File: src/rtl/fetch_pkg.sv
// Shared types and constants for the RV32I instruction fetch stage.
package fetch_pkg;

    typedef enum logic [1:0] {
        StReq  = 2'd0,
        StWait = 2'd1,
        StHold = 2'd2,
        StTrap = 2'd3
    } fetch_state_e;

    localparam logic [31:0] NOP_INSTR        = 32'h0000_0013;
    localparam logic [31:0] RESET_PC_DEFAULT = 32'h0000_0000;

endpackage

File: src/rtl/fetch_if.sv
// Instruction memory request/response bus between the fetch stage and memory.
interface fetch_if;

    logic        imem_valid;
    logic [31:0] imem_addr;
    logic        imem_ready;
    logic        imem_rvalid;
    logic [31:0] imem_rdata;

    modport master (
        output imem_valid,
        output imem_addr,
        input  imem_ready,
        input  imem_rvalid,
        input  imem_rdata
    );

    modport slave (
        input  imem_valid,
        input  imem_addr,
        output imem_ready,
        output imem_rvalid,
        output imem_rdata
    );

endinterface

File: src/rtl/fetch_hold_buf.sv
// Single-entry pc/instr buffer that parks a response while decode is stalled.
module fetch_hold_buf (
    input  logic        clk_i,
    input  logic        rst_i,
    input  logic        load_i,
    input  logic        drain_i,
    input  logic        flush_i,
    input  logic [31:0] pc_i,
    input  logic [31:0] instr_i,
    output logic        valid_o,
    output logic [31:0] pc_o,
    output logic [31:0] instr_o
);
    import fetch_pkg::*;

    logic        valid_q;
    logic [31:0] pc_q;
    logic [31:0] instr_q;

    // Flush and drain both empty the entry; load fills it.
    always_ff @(posedge clk_i) begin
        if (rst_i) begin
            valid_q <= 1'b0;
            pc_q    <= '0;
            instr_q <= NOP_INSTR;
        end else if (flush_i || drain_i) begin
            valid_q <= 1'b0;
        end else if (load_i) begin
            valid_q <= 1'b1;
            pc_q    <= pc_i;
            instr_q <= instr_i;
        end
    end

    assign valid_o = valid_q;
    assign pc_o    = pc_q;
    assign instr_o = instr_q;

endmodule

File: src/rtl/fetch_unit.sv
// RV32I fetch stage: pc, one-outstanding imem request, IF/ID register.
// Optional feature: FETCH_MISALIGN_TRAP_EN traps redirects with target bit 1 set.
module fetch_unit
    import fetch_pkg::*;
#(
    parameter logic [31:0] RESET_PC = RESET_PC_DEFAULT
) (
    input  logic        clk_i,
    input  logic        rst_i,
    input  logic        jump_flag_i,
    input  logic [31:0] jump_target_i,
    input  logic        stall_i,
    fetch_if.master     imem,
    output logic        id_valid_o,
    output logic [31:0] id_pc_o,
    output logic [31:0] id_instr_o
`ifdef FETCH_MISALIGN_TRAP_EN
    ,
    output logic        misalign_trap_o,
    output logic [31:0] trap_addr_o
`endif
);

    fetch_state_e state_q, state_d;
    logic [31:0]  pc_q, pc_d;
    logic         discard_q, discard_d;
    logic         bubble_q, bubble_d;
    logic         id_valid_q, id_valid_d;
    logic [31:0]  id_pc_q, id_pc_d;
    logic [31:0]  id_instr_q, id_instr_d;
    logic         trap_q, trap_d;
    logic [31:0]  trap_addr_q, trap_addr_d;

    logic         buf_load, buf_drain, buf_flush, buf_valid;
    logic [31:0]  buf_pc, buf_instr;
    logic         accept;
    logic         misaligned;
    logic [31:0]  target;

`ifdef FETCH_MISALIGN_TRAP_EN
    assign misaligned = jump_target_i[1];
    assign target     = {jump_target_i[31:1], 1'b0};
`else
    logic unused_tgt_lo;
    assign unused_tgt_lo = ^jump_target_i[1:0] ^ trap_q ^ (|trap_addr_q) ^ buf_valid;
    assign misaligned    = 1'b0;
    assign target        = {jump_target_i[31:2], 2'b00};
`endif

    // Bubble keeps the request low for one cycle after an unaccepted redirect.
    assign imem.imem_valid = !rst_i && (state_q == StReq) && !bubble_q;
    assign imem.imem_addr  = pc_q;
    assign accept          = imem.imem_valid && imem.imem_ready;

    fetch_hold_buf u_hold_buf (
        .clk_i   (clk_i),
        .rst_i   (rst_i),
        .load_i  (buf_load),
        .drain_i (buf_drain),
        .flush_i (buf_flush),
        .pc_i    (pc_q),
        .instr_i (imem.imem_rdata),
        .valid_o (buf_valid),
        .pc_o    (buf_pc),
        .instr_o (buf_instr)
    );

    // Next-state: normal progress first, then redirect overrides it.
    always_comb begin
        state_d     = state_q;
        pc_d        = pc_q;
        discard_d   = discard_q;
        bubble_d    = 1'b0;
        id_valid_d  = stall_i ? id_valid_q : 1'b0;
        id_pc_d     = id_pc_q;
        id_instr_d  = id_instr_q;
        trap_d      = 1'b0;
        trap_addr_d = trap_addr_q;
        buf_load    = 1'b0;
        buf_drain   = 1'b0;
        buf_flush   = 1'b0;

        unique case (state_q)
            StReq: begin
                if (accept) state_d = StWait;
            end
            StWait: begin
                if (imem.imem_rvalid) begin
                    if (discard_q) begin
                        discard_d = 1'b0;
                        state_d   = StReq;
                    end else if (!stall_i) begin
                        id_valid_d = 1'b1;
                        id_pc_d    = pc_q;
                        id_instr_d = imem.imem_rdata;
                        pc_d       = pc_q + 32'd4;
                        state_d    = StReq;
                    end else begin
                        buf_load = 1'b1;
                        state_d  = StHold;
                    end
                end
            end
            StHold: begin
                if (!stall_i) begin
                    id_valid_d = 1'b1;
                    id_pc_d    = buf_pc;
                    id_instr_d = buf_instr;
                    buf_drain  = 1'b1;
                    pc_d       = pc_q + 32'd4;
                    state_d    = StReq;
                end
            end
            StTrap: begin
            end
            default: state_d = StReq;
        endcase

        if (jump_flag_i && (state_q != StTrap)) begin
            id_valid_d = 1'b0;
            id_instr_d = NOP_INSTR;
            buf_flush  = 1'b1;
            buf_load   = 1'b0;
            buf_drain  = 1'b0;
            if (misaligned) begin
                trap_d      = 1'b1;
                trap_addr_d = jump_target_i;
                discard_d   = 1'b0;
                state_d     = StTrap;
            end else begin
                pc_d = target;
                unique case (state_q)
                    StReq: begin
                        if (accept) begin
                            discard_d = 1'b1;
                            state_d   = StWait;
                        end else begin
                            bubble_d = 1'b1;
                            state_d  = StReq;
                        end
                    end
                    StWait: begin
                        // A coincident response is the wrong-path word: drop it.
                        discard_d = !imem.imem_rvalid;
                        state_d   = imem.imem_rvalid ? StReq : StWait;
                    end
                    default: state_d = StReq;
                endcase
            end
        end
    end

    // State and IF/ID register update.
    always_ff @(posedge clk_i) begin
        if (rst_i) begin
            state_q     <= StReq;
            pc_q        <= RESET_PC;
            discard_q   <= 1'b0;
            bubble_q    <= 1'b0;
            id_valid_q  <= 1'b0;
            id_pc_q     <= '0;
            id_instr_q  <= NOP_INSTR;
            trap_q      <= 1'b0;
            trap_addr_q <= '0;
        end else begin
            state_q     <= state_d;
            pc_q        <= pc_d;
            discard_q   <= discard_d;
            bubble_q    <= bubble_d;
            id_valid_q  <= id_valid_d;
            id_pc_q     <= id_pc_d;
            id_instr_q  <= id_instr_d;
            trap_q      <= trap_d;
            trap_addr_q <= trap_addr_d;
        end
    end

    assign id_valid_o = id_valid_q;
    assign id_pc_o    = id_pc_q;
    assign id_instr_o = id_instr_q;

`ifdef FETCH_MISALIGN_TRAP_EN
    assign misalign_trap_o = trap_q;
    assign trap_addr_o     = trap_addr_q;
`endif

endmodule

File: src/flat_wrapper.sv
// flat-port wrapper written by rule: the top's interface ports become plain ports
module fetch_unit_flat import fetch_pkg::*;
#(
    parameter logic [31:0] RESET_PC = RESET_PC_DEFAULT
)
  (clk_i, rst_i, jump_flag_i, jump_target_i, stall_i, id_valid_o, id_pc_o, id_instr_o, imem_imem_valid, imem_imem_addr, imem_imem_ready, imem_imem_rvalid, imem_imem_rdata);
  fetch_if imem_i ();
  input  logic clk_i;
  input  logic rst_i;
  input  logic jump_flag_i;
  input  logic [31:0] jump_target_i;
  input  logic stall_i;
  output logic id_valid_o;
  output logic [31:0] id_pc_o;
  output logic [31:0] id_instr_o;
  output wire logic [$bits(imem_i.imem_valid)-1:0] imem_imem_valid;
  output wire logic [$bits(imem_i.imem_addr)-1:0] imem_imem_addr;
  input wire logic [$bits(imem_i.imem_ready)-1:0] imem_imem_ready;
  input wire logic [$bits(imem_i.imem_rvalid)-1:0] imem_imem_rvalid;
  input wire logic [$bits(imem_i.imem_rdata)-1:0] imem_imem_rdata;
  assign imem_imem_valid = imem_i.imem_valid;
  assign imem_imem_addr = imem_i.imem_addr;
  assign imem_i.imem_ready = imem_imem_ready;
  assign imem_i.imem_rvalid = imem_imem_rvalid;
  assign imem_i.imem_rdata = imem_imem_rdata;
  fetch_unit #(.RESET_PC(RESET_PC)) u_core (.clk_i(clk_i), .rst_i(rst_i), .jump_flag_i(jump_flag_i), .jump_target_i(jump_target_i), .stall_i(stall_i), .imem(imem_i), .id_valid_o(id_valid_o), .id_pc_o(id_pc_o), .id_instr_o(id_instr_o));
endmodule
File: config.mk
export PLATFORM = sky130hd
export DESIGN_NAME = fetch_unit_flat
export DESIGN_NICKNAME = d
export VERILOG_FILES = /design/src/rtl/fetch_pkg.sv /design/src/rtl/fetch_if.sv /design/src/rtl/fetch_hold_buf.sv /design/src/rtl/fetch_unit.sv /design/src/flat_wrapper.sv
export SDC_FILE = /design/constraint.sdc
export NUM_CORES = 1
export LEC_CHECK = 0
export ABC_AREA = 1
export BUFFER_PORTS_ARGS = -buffer_cell sky130_fd_sc_hd__clkbuf_2
export CAP_MARGIN = 5
export CORE_MARGIN = 4
export CORE_UTILIZATION = 54
export CTS_CLUSTER_SIZE = 24
export DETAILED_ROUTE_END_ITERATION = 8
export HOLD_SLACK_MARGIN = 0.06
export MAX_ROUTING_LAYER = met4
export PLACE_DENSITY = 0.77
export SLEW_MARGIN = 20
export SYNTH_ARGS = -nofsm -noshare
export SYNTH_HDL_FRONTEND = slang
export SYNTH_SLANG_ARGS = --single-unit
export TNS_END_PERCENT = 30
File: constraint.sdc
create_clock -name clk_i -period 2 [get_ports clk_i]
set_input_delay 0.6 -clock clk_i [delete_from_list [all_inputs] [get_ports clk_i]]
set_output_delay 0.6 -clock clk_i [all_outputs]
set_load 0.02 [all_outputs]
# Word-level counts from Yosys, hierarchy flattened
# Index checks and enable logic that the tools add are counted.
# Widths: inputs -> output; s select.
totals:
  ramBits: 0
  mem_bits_ro: 0
  register_bits: 165
  mem_count: 0
  latchBits: 0
classes:
  order_cmp: 0
  reduce_logical: 19
  eq_ne: 11
  mux: 45
  bitwise_logic: 3
  multipliers: 0
  addsub: 1
  n_div: 0
  n_shift: 0
ops:
  columns: ["op", "n"]
  rows:
  - ["$mux 32", 12]
  - ["$pmux 32 s2", 3]
  - ["$add 32x3->32 const B", 1]
  - ["$mux 1", 20]
  - ["$mux 2", 6]
  - ["$ne 2x2->1 const B", 5]
  - ["$ne 3x2->1 const B", 3]
  - ["$pmux 2 s3", 1]
  - ["$reduce_and 3->1", 2]
  - ["$reduce_and 5->1", 1]
  - ["$logic_and 1x1->1", 4]
  - ["$pmux 1 s2", 2]
  - ["$pmux 2 s2", 1]
  - ["$reduce_and 4->1", 1]
  - ["$reduce_bool 4->1", 1]
  - ["$logic_not 1->1", 3]
  - ["$ne 3x3->1 const B", 1]
  - ["$not 1->1", 3]
  - ["$reduce_bool 3->1", 1]
  - ["$reduce_or 3->1", 1]
  - ["$eq 2x1->1 const B", 1]
  - ["$eq 2x2->1 const B", 1]
  - ["$logic_not 2->1", 1]
  - ["$reduce_and 2->1", 1]
  - ["3 further kinds", 3]

# Longest topological paths before layout
logic_depth:
  depth_word: 7
  ltp_mapped: 11
  depth_no_buf: 11

# Modules after synthesis
# Synthesis repeated with hierarchy kept, for this count alone.
hier_totals:
  cells_unflattened: 1202
  area_unflattened_um2: 7996.4
modules_own_cells:
  columns: ["module", "area_per_inst_um2", "n_inst", "cells_each", "seq_area_each_um2"]
  rows:
  - ["fetch_unit", 5191.2, 1, 785, 1981.9]
  - ["fetch_hold_buf", 2805.2, 1, 417, 1301.2]

# Least setup slack after synthesis
# No wires, ideal clock.
synth_path:
  kind: "input port to flip-flop"
  start: "in rst_i"
  end: "reg u_core.state_q[1]"
  t_required_ns: 1.881
  setup_slack_ns: 0.180
  setup_ns: 0.119
  path_stages: 9
  arrival_ns: 1.701
  cell_sequence: "buf_2 > inv_1 > nand2_1 > nor2_1 > nand2_1 > nand3_1 > nand2_1 > o21ai_0 > a21oi_1"
synth_between:
  elab_chain_cells: 6
synth_rtl:
  columns: ["element", "line_no", "text"]
  rows:
  - ["start, declared", "flat_wrapper.sv:9", "input logic rst_i;"]
  - ["$logic_not 1->1", "fetch_unit.sv:51", "assign imem.imem_valid = !rst_i && (state_q == StReq) && !bubble_q;"]
  - ["$logic_and 1x1->1 (2 in a row)", "fetch_unit.sv:51", null]
  - ["named net imem_imem_valid", "flat_wrapper.sv:16", "output wire logic [$bits(imem_i.imem_valid)-1:0] imem_imem_valid;"]
  - ["$logic_and 1x1->1", "fetch_unit.sv:53", "assign accept = imem.imem_valid && imem.imem_ready;"]
  - ["$ne 3x2->1 (no line)", null, null]
  - ["$reduce_and 4->1 (no line)", null, null]
  - ["end signal, assigned", "fetch_unit.sv:156", "state_q <= StReq;"]
  - ["end signal, assigned", "fetch_unit.sv:166", "state_q <= state_d;"]
  - ["end, declared", "fetch_unit.sv:24", "fetch_state_e state_q, state_d;"]
# The timed path passes the listed nets, and every way through them passes these cells.
# A chain may end at the register's enable or synchronous reset.

# Worst setup path in the final report
layout_path:
  start: "reg u_core.state_q[1]"
  end: "out imem_imem_valid"
layout_between:
  elab_chain_cells: 3
layout_rtl:
  columns: ["element", "line_no"]
  rows:
  - ["$logic_not 2->1", "fetch_unit.sv:51"]
  - ["$logic_and 1x1->1 (2 in a row)", "fetch_unit.sv:51"]
  - ["end, declared", "flat_wrapper.sv:16"]
# Every way passes these cells.

==> impl_metrics.tcl <==
set metrics [dict create \
    result_of_the_run "finished, final reports clean" \
    rsz0062_at_grt "no" \
    critical-path-slowest-cell "sky130_fd_sc_hd__dfxtp_2" \
    synth_seq_area_share 0.4424 \
    detailroute.via_count 7091 \
    finalHoldWorstSlack_ps 388.2 \
    clock.fmax_mhz 522.5 \
    placementRows 41 \
    power.static_leakage_nw 3.767 \
    flow.area_growth_from_synthesis_pct 22.71 \
    number_of_levels_in_the_clock_h_tree 4 \
    globalplace.congestion 0.9619 \
    synth_cells 1006 \
    first_global_vias 6486 \
    number_of_drc_markers_after_the_initial_detailed_route_iteration 601 \
    drive_above_1_share 0.2243 \
    synth_area_per_cell_sq_um 7.151 \
    fin_crit_ps 1914 \
    internal-power_mw 6.674 \
    total_of_flip_flops_plus_latches_after_synthesis 159 \
    timing.final.max_slew_violations 0 \
    postPlaceCellArea_sq_mm 0.008203 \
    cp-start-kind "flop" \
    ant_nets 0 \
    power.net_switching_mw 3.659 \
    peakVddDrop_v 0.001170 \
    wire_length_of_the_first_global_routing_pass_microns 31280 \
    wirelength_microns 19550 \
    floorplan.die.width_microns 123.4 \
    drv.max_cap_violation_count 0 \
    power.share.clock 0.313 \
    fin_tns_setup_ps 0 \
    timing_hold_violations_final 0 \
    post-route-drc-count 0 \
    final_util 0.6884 \
    via_count_normalized_by_instance_count 5.328 \
    die-height_microns 123.4 \
    post_cts_buffers 0 \
    antenna_found_initial 0 \
    overflow 0 \
    start_util 0.5610 \
    worstPathArrival_ps 1310 \
    worstSetupPathType "flop to output pin" \
    drt_first_pass_iters 5 \
    core_area_sq_mm 0.01282 \
    placement.io_buffers 161 \
    min_path_type "input pin to flop" \
    synth.yosys.warnings 0 \
    count_of_cell_types_in_the_netlist 34 \
    post-place-ws_ps 91.53 \
    worst_clock_skew_ps 6.611 \
    worstSkewPairLatency_ps 430 \
    hold_buffers 0 \
    dp_hpwl_microns 13000 \
    max-clock-path-buffers 2 \
    cts_tree "yes" \
    final_area_sq_mm 0.008828 \
    fp.dieArea_sq_mm 0.01523 \
    netlist_area_pre_place_sq_mm 0.007194 \
    io_pins 168 \
    slowest_delay_ps 330 \
    p_seq_frac 0.384 \
    num_clock_sinks 159 \
    grt_max_degree 102 \
    worst_path_cell_chain "inv_2, ha_4, nand2_1, nor2_2, buf_6" \
    timing.final.ws_setup_ps 86.01 \
    fin_crit_sh 0.9570 \
    clock_tree_root_buffer_cell "sky130_fd_sc_hd__clkbuf_16" \
    worst_path_fanout_max 3 \
    fraction_of_power_spent_switching_nets 0.3541 \
    groute.usage.overall 0.2660 \
    critical_path.endpoint_type "output pin" \
    final_net_count 1222 \
    wl_per_cell_microns 14.69 \
    power-per-cell-area_mw_per_mm2 1170 \
    clk_pin_slew_ps 60 \
    comb_power_share 0.303 \
    timing.final.setup_violations 0 \
    critPathRequiredTime_ps 1400 \
    number_of_inserted_diodes 0 \
    tritoncts.num_buffers 17 \
]
critical path: cells and delay by family, from the launching register on:
| kind | cells | cell delay, ps |
|---|---|---|
| and+or+nand+nor | 2 | 190 |
| adders and majority gates | 1 | 150 |
| buffers and inverters | 2 | 220 |
| DFF | 1 | 330 |
cells by family after synthesis:
| family | synth area share |
|---|---|
| adder cells (fa/ha/maj) | 0.008696 |
| AND/OR/NAND/NOR | 0.2416 |
| other | 0.0005212 |
| buffers and inverters | 0.08852 |
| flip-flops | 0.4424 |
| XOR/XNOR | 0.01339 |
| AO/OA/AOI/OAI | 0.2049 |
final cells by class:
class                   instances  area, sq um
well taps                     172        215.2
flip-flops and latches        159         3186
clock buffers                  21        480.5
fillers                      1136         3996
inverters                      75        284.0
multi-input cells             708         3411
clock inverters                10        111.4
repair buffers                186         1141
power groups by stage:
stage                     Sequential (mW)  Combinational [mW]  Clock [mW]
final                                3.97                3.13        3.23
after global routing                 4.02                3.44        3.40
after CTS                            3.96                3.11        3.25
after detailed placement             4.02                3.05           0
after global placement               4.01                3.01           0
after floorplan                      4.41                1.64           0
cells in the mapped netlist:
master                     instances  share of area
sky130_fd_sc_hd__nand3_1          37          0.026
sky130_fd_sc_hd__o21ai_0          98          0.068
sky130_fd_sc_hd__a211oi_1          2         0.0021
sky130_fd_sc_hd__o31ai_1           3         0.0031
sky130_fd_sc_hd__a22oi_1           1         0.0010
sky130_fd_sc_hd__and3_1            1        0.00087
sky130_fd_sc_hd__nor2_2            4         0.0035
sky130_fd_sc_hd__dfxtp_1         159           0.44
sky130_fd_sc_hd__conb_1            1        0.00052
sky130_fd_sc_hd__clkbuf_1         30          0.016
sky130_fd_sc_hd__nand3_2           2         0.0028
sky130_fd_sc_hd__a31oi_1          64          0.056
sky130_fd_sc_hd__buf_6             7          0.011
sky130_fd_sc_hd__nand2_2           7         0.0061
sky130_fd_sc_hd__nor3_2            2         0.0028
sky130_fd_sc_hd__o21ai_1          45          0.031
sky130_fd_sc_hd__ha_1              5         0.0087
sky130_fd_sc_hd__buf_4             6         0.0063
sky130_fd_sc_hd__a21oi_2           2         0.0024
sky130_fd_sc_hd__nor2_1          103          0.054
sky130_fd_sc_hd__nor3_1            7         0.0049
sky130_fd_sc_hd__nand2_1         239           0.12
sky130_fd_sc_hd__a21oi_1          56          0.039
sky130_fd_sc_hd__inv_2             6         0.0031
sky130_fd_sc_hd__nor2_4            6         0.0094
sky130_fd_sc_hd__nand2_4           1         0.0016
sky130_fd_sc_hd__o211ai_1          2         0.0021
sky130_fd_sc_hd__buf_1             1        0.00052
sky130_fd_sc_hd__buf_2            23          0.016
sky130_fd_sc_hd__or2_2             2         0.0017
sky130_fd_sc_hd__nor3b_1           2         0.0021
sky130_fd_sc_hd__nand4_1           2         0.0017
sky130_fd_sc_hd__inv_1            69          0.036
sky130_fd_sc_hd__xor2_1           11          0.013
flip-flops by register name, indices dropped and copies added (netlist names):
| signal | count |
|---|---|
| u_core.id_valid_o | 1 |
| u_core.id_instr_o | 32 |
| u_core.u_hold_buf.pc_o | 30 |
| u_core.imem.imem_addr | 30 |
| u_core.u_hold_buf.instr_o | 32 |
| u_core.id_pc_o | 30 |
| u_core.bubble_q | 1 |
| u_core.discard_q | 1 |
| u_core.state_q | 2 |
path summary, 6_finish.rpt:
path                                 start                      endpoint  slack, ps  depth (start not counted)
max                      u_core.state_q[1]               imem_imem_valid         90                          5
min                     imem_imem_rdata[0]  u_core.u_hold_buf.instr_o[0]        390                          3
max reg2reg              u_core.state_q[1]     u_core.imem.imem_addr[18]         90                         11
min reg2reg  u_core.u_hold_buf.instr_o[31]         u_core.id_instr_o[31]        470                          2
cell usage in the layout (no fill, tap or decap), drive strengths merged, types with 3 or more instances in the layout:
cell type | synthesis | final
nand2 | 247 | 247
clkbuf | 30 | 181
dfxtp | 159 | 159
o21ai | 143 | 143
nor2 | 113 | 113
inv | 75 | 75
a31oi | 64 | 64
a21oi | 58 | 58
nand3 | 39 | 39
buf | 37 | 26
xor2 | 11 | 11
nor3 | 9 | 9
clkinv | 0 | 5
ha | 5 | 5
conb | 1 | 4
o31ai | 3 | 3
clkinvlp | 0 | 3
layer usage:
layer | track usage | vias up | wire length [microns]
li1 | - | 3600 | -
met1 | 0.3272 | 3226 | 8479
met2 | 0.4271 | 225 | 9342
met3 | 0.05855 | 40 | 1211
met4 | 0.1038 | 0 | 520
met5 | - | - | 0
what timing repair did:
action                     4_1_cts  5_1_grt
setup endpoints to repair        2       27
pin swaps                        2        1
resized for setup                7        8
through the flow:
stage	total power, mW	instances
after CTS	10.33	1331
after detailed placement	7.064	1300
final	10.33	1331
after floorplan	6.046	1009
after global placement	7.019	1300
after global routing	10.86	1331
No activity file was read; power rests on OpenSTA's default activity.
